**src/rtl/n_body_sim.sv**
```systemverilog
// rtl/n_body_sim.sv - one pass of pairwise force accumulation over N bodies in an external two-port RAM
// Optional NBODY_SATURATE_EN: clamp forces to 16 bits instead of wrapping.
module n_body_sim #(
  parameter int N = 2
) (
  input  logic        clk,
  input  logic        reset,
  input  logic        start,
  output logic        done,
  output logic [14:0] mem_rdaddress,
  input  logic [79:0] mem_q,
  output logic [14:0] mem_wraddress,
  output logic [79:0] mem_data,
  output logic        mem_wren
);

  localparam logic [2:0] IDLE = 3'd0;
  localparam logic [2:0] RD_I = 3'd1;
  localparam logic [2:0] RD_J = 3'd2;
  localparam logic [2:0] ACC  = 3'd3;
  localparam logic [2:0] WR   = 3'd4;
  localparam logic [2:0] FIN  = 3'd5;

  localparam logic [14:0] LAST = 15'(N - 1);

  logic [2:0]         state;
  logic               wt;
  logic [14:0]        i;
  logic [14:0]        j;
  logic [47:0]        word_i;
  logic signed [47:0] acc_x;
  logic signed [47:0] acc_y;

  logic signed [16:0] dx, dy, mj;
  logic signed [33:0] px, py;
  logic signed [47:0] acc_x_nxt, acc_y_nxt;
  logic [15:0]        fx, fy;
  logic               unused_bits;

  assign unused_bits = ^mem_q[31:0];

  always_comb begin
    dx = $signed({mem_q[63], mem_q[63:48]}) - $signed({word_i[31], word_i[31:16]});
    dy = $signed({mem_q[47], mem_q[47:32]}) - $signed({word_i[15], word_i[15:0]});
    mj = $signed({1'b0, mem_q[79:64]});
    px = 34'(mj) * 34'(dx);
    py = 34'(mj) * 34'(dy);
    acc_x_nxt = acc_x;
    acc_y_nxt = acc_y;
    // The self term contributes nothing and is skipped outright.
    if (j != i) begin
      acc_x_nxt = acc_x + 48'(px >>> 8);
      acc_y_nxt = acc_y + 48'(py >>> 8);
    end
`ifdef NBODY_SATURATE_EN
    if (acc_x_nxt > 48'sd32767)       fx = 16'h7FFF;
    else if (acc_x_nxt < -48'sd32768) fx = 16'h8000;
    else                              fx = acc_x_nxt[15:0];
    if (acc_y_nxt > 48'sd32767)       fy = 16'h7FFF;
    else if (acc_y_nxt < -48'sd32768) fy = 16'h8000;
    else                              fy = acc_y_nxt[15:0];
`else
    fx = acc_x_nxt[15:0];
    fy = acc_y_nxt[15:0];
`endif
  end

  always_ff @(posedge clk) begin
    if (reset) begin
      state         <= IDLE;
      wt            <= 1'b0;
      done          <= 1'b0;
      mem_wren      <= 1'b0;
      mem_rdaddress <= '0;
      mem_wraddress <= '0;
      mem_data      <= '0;
      i             <= '0;
      j             <= '0;
      acc_x         <= '0;
      acc_y         <= '0;
      word_i        <= '0;
    end else begin
      mem_wren <= 1'b0;
      case (state)
        IDLE, FIN: begin
          if (start) begin
            state         <= RD_I;
            wt            <= 1'b0;
            done          <= 1'b0;
            i             <= '0;
            mem_rdaddress <= '0;
          end
        end
        RD_I: begin
          // First cycle lets the RAM sample address i; second captures its word.
          if (!wt) begin
            wt <= 1'b1;
          end else begin
            wt            <= 1'b0;
            word_i        <= mem_q[79:32];
            acc_x         <= '0;
            acc_y         <= '0;
            j             <= '0;
            mem_rdaddress <= '0;
            state         <= RD_J;
          end
        end
        RD_J: state <= ACC;
        ACC: begin
          acc_x <= acc_x_nxt;
          acc_y <= acc_y_nxt;
          if (j == LAST) begin
            state         <= WR;
            mem_wren      <= 1'b1;
            mem_wraddress <= i;
            mem_data      <= {word_i, fx, fy};
          end else begin
            j             <= j + 15'd1;
            mem_rdaddress <= j + 15'd1;
            state         <= RD_J;
          end
        end
        WR: begin
          if (i == LAST) begin
            state <= FIN;
            done  <= 1'b1;
          end else begin
            i             <= i + 15'd1;
            mem_rdaddress <= i + 15'd1;
            wt            <= 1'b0;
            state         <= RD_I;
          end
        end
        default: state <= IDLE;
      endcase
    end
  end

endmodule

```
**config.mk**
```make
export PLATFORM = sky130hd
export DESIGN_NAME = n_body_sim
export DESIGN_NICKNAME = d
export VERILOG_FILES = /design/src/rtl/n_body_sim.sv
export SDC_FILE = /design/constraint.sdc
export NUM_CORES = 2
export LEC_CHECK = 0
export ABC_AREA = 1
export CAP_MARGIN = 20
export CORE_MARGIN = 2
export CORE_UTILIZATION = 59
export DETAILED_ROUTE_END_ITERATION = 16
export DONT_BUFFER_PORTS = 1
export PLACE_DENSITY = 0.76
export RECOVER_POWER = 50
export REMOVE_ABC_BUFFERS = 1
export SETUP_SLACK_MARGIN = 0.15
export SKIP_LAST_GASP = 1
export SLEW_MARGIN = 5
export SYNTH_ARGS = -nofsm -noshare
export SYNTH_HDL_FRONTEND = slang
export SYNTH_SLANG_ARGS = --single-unit
```
**constraint.sdc**
```tcl
create_clock -name clk -period 13.96 [get_ports clk]
set_clock_uncertainty 0.05 [all_clocks]
set_input_delay 2.792 -clock clk [delete_from_list [all_inputs] [get_ports clk]]
set_output_delay 2.792 -clock clk [all_outputs]
set_load 0.02 [all_outputs]
```
==> out/results.ini <==
[drt]
drt_wl_total_um = 70900
wire_per_inst_um = 17.4
vias = 22600
drt_iter0_drc = 1656
drc = 0
ant_nets = 0
vias_per_cell = 5.54
dr.pass1.iters = 5

[global_routing]
grt_first_pass_wirelength_um = 117000
grt_antenna_before_repair = 0
grt_pass1_vias = 22900
grt.total_usage_pct = 31.1
grt_overflow = 0
grt_max_degree = 103

[clocking]
cts.path.max_buffers = 3
clk_latency_ns = 0.59
ctsResizeCount = 0
clk_pin_slew_worst_paths_ns = 0.06
cts_tree = built
cts-htree-levels = 1
cts-buffers-inserted = 26
ctsHoldBuffers = 0
cts_root_buf = clkbuf_16
cts_setup_buffers = 0
clock-sinks = 226

[worst_hold_path]
hold_class = flop to flop
min-delay-start = word_i[46]

[setup_path]
crit_path_start_kind = input port
r2r_start = word_i[1]
required_ns = 14.36
cpPeakStageDelay_ns = 0.55
critPathLaunch = mem_q[32]
critPathCaptureType = flop
cp.arrival_ns = 11.68
cpMostUsedCell = nand2_1
cp_max_fo = 11
path_class = input port to flop
critPathSlowestCell = fa_1

[synth]
synth_seq_cells = 226
synthXorXnorAreaFrac_pct = 2.45
synth_top_family_by_area = adder cells
synth-adder-area-share_pct = 37.2
synth_seq_area_share_pct = 17.0
synthMuxAreaShare_pct = 0
synth_edf_count = 0
yosys.area_share.simple_pct = 19.5
synth.distinct_cells = 54
synth_flop_cell = dfxtp_1
async_flop_share_pct = 0
syn_area_um2 = 26600
yosys_warnings = 0
avgSynthCellArea_um2 = 7.47
synth_compound_area_share_pct = 11.1
syn_inst = 3556

[floorplan]
top_level_ports = 195
die_area_um2 = 46700
start_util_pct = 59.9
die_h_um = 216
rows = 77
coreArea_um2 = 44300
die_w_um = 216

[place]
dp_hpwl_um = 53400
placed_cell_area_um2 = 26900
gp_congestion = 0.942
dpl_worst_slack_ns = 2.12
port_buffers = 0

[timing]
maxSlewHeadroom_pct = -18.4
hold_viol = 0
worst_slew_pin_slew_ns = 1.77
setup_violations = 0
grt_setup_unrepaired = no
fmax_mhz = 88.6
hold_slack_ns = 0.410
period_share_pct = 80.8
final.min_clock_period_ns = 11.28
tns_ns = 0
slew_violations = 95
setup_ws_ns = 2.68

[run_status]
violations = max-capacitance violations, max-slew violations
outcome = complete, but fails checks

[layout]
insertedDiodeCount = 0
fill_cells = 4039
final_cell_area_um2 = 27900
fin_nets = 4130
multiInputGateArea_um2 = 18700
mostFrequentLayoutCells = 747 x inv_1, 640 x nand2_1, 362 x nor2_1
drive_gt1_share_pct = 3.79
layout_commonest_cell = inv_1
seqCellArea_um2 = 4520
areaGrowthSynthToFinish_pct = 4.95

[job]
drv_cap = 3

## sequential cells by signal, summed over array words and instances (netlist names)
| register | flops |
|---|---|
| mem_rdaddress | 15 |
| wt | 1 |
| i | 15 |
| mem_data | 80 |
| mem_wren | 1 |
| done | 1 |
| state | 3 |
| acc_x | 16 |
| j | 15 |
| mem_wraddress | 15 |
| acc_y | 16 |
| word_i | 48 |
## cell usage after synthesis (7+ instances only)
cell | n | area [um2]
nand4_1 | 22 | 138
or2_2 | 26 | 163
nand3_2 | 7 | 70.1
nand2_1 | 640 | 2400
xor2_1 | 39 | 342
o21bai_1 | 8 | 60.1
ha_1 | 224 | 2800
inv_1 | 749 | 2810
fa_1 | 354 | 7090
clkbuf_1 | 128 | 480
o21ai_1 | 7 | 35.0
o21ai_0 | 204 | 1020
nor4_1 | 7 | 43.8
nor2_1 | 365 | 1370
xnor2_1 | 29 | 254
nand2_2 | 12 | 75.1
a211oi_1 | 8 | 60.1
a31oi_1 | 56 | 350
dfxtp_1 | 226 | 4520
nand3_1 | 125 | 626
nor3_1 | 23 | 115
a21oi_1 | 214 | 1070
## per-layer routing
metal | global-route usage (%) | wire length, um
met2 | 52.7 | 33400
met4 | 11.8 | 3020
met1 | 38.4 | 28200
met5 | 0 | 0
met3 | 7.45 | 6260
## logic make-up after synthesis
group / Yosys count
AND/OR/NAND/NOR: 1246
buffers and inverters: 894
adder cells (fa/ha/maj): 578
AO/OA/AOI/OAI: 541
flip-flops: 226
XOR/XNOR: 71
## metrics by stage
step	utilization, %	std cells
4_1_cts	62.8	4077
5_1_grt	62.9	4078
2_1_floorplan	-	3422
3_5_place_dp	60.8	4032
3_3_place_gp	60.8	4032
6_report	62.9	4078
## cell type report
type | count | area share [%]
clock inverters | 11 | 0.602
inverters | 760 | 10.2
multi-input cells | 2436 | 67.0
well taps | 592 | 2.66
clock buffers | 34 | 2.66
repair buffers | 19 | 0.557
flip-flops and latches | 226 | 16.2
## critical path, delay by kind of cell
family	cells	cell delay, ns
fa+ha+maj	9	4.03
compound gates	9	1.52
xor+xnor	1	0.24
simple gates	20	2.10
buf+inv	11	0.98
## path summary, 6_finish.rpt
path / end / slack [ns] / cells past startpoint
worst max-delay path: mem_data[15] / 2.68 / 50
worst min-delay path: mem_data[78] / 0.41 / 2
worst max register to register: mem_data[15] / 4.52 / 49
worst min register to register: mem_data[78] / 0.41 / 2
Power is not shown: default switching activity piles up to over one toggle a cycle in this logic, so the estimate is an artifact.
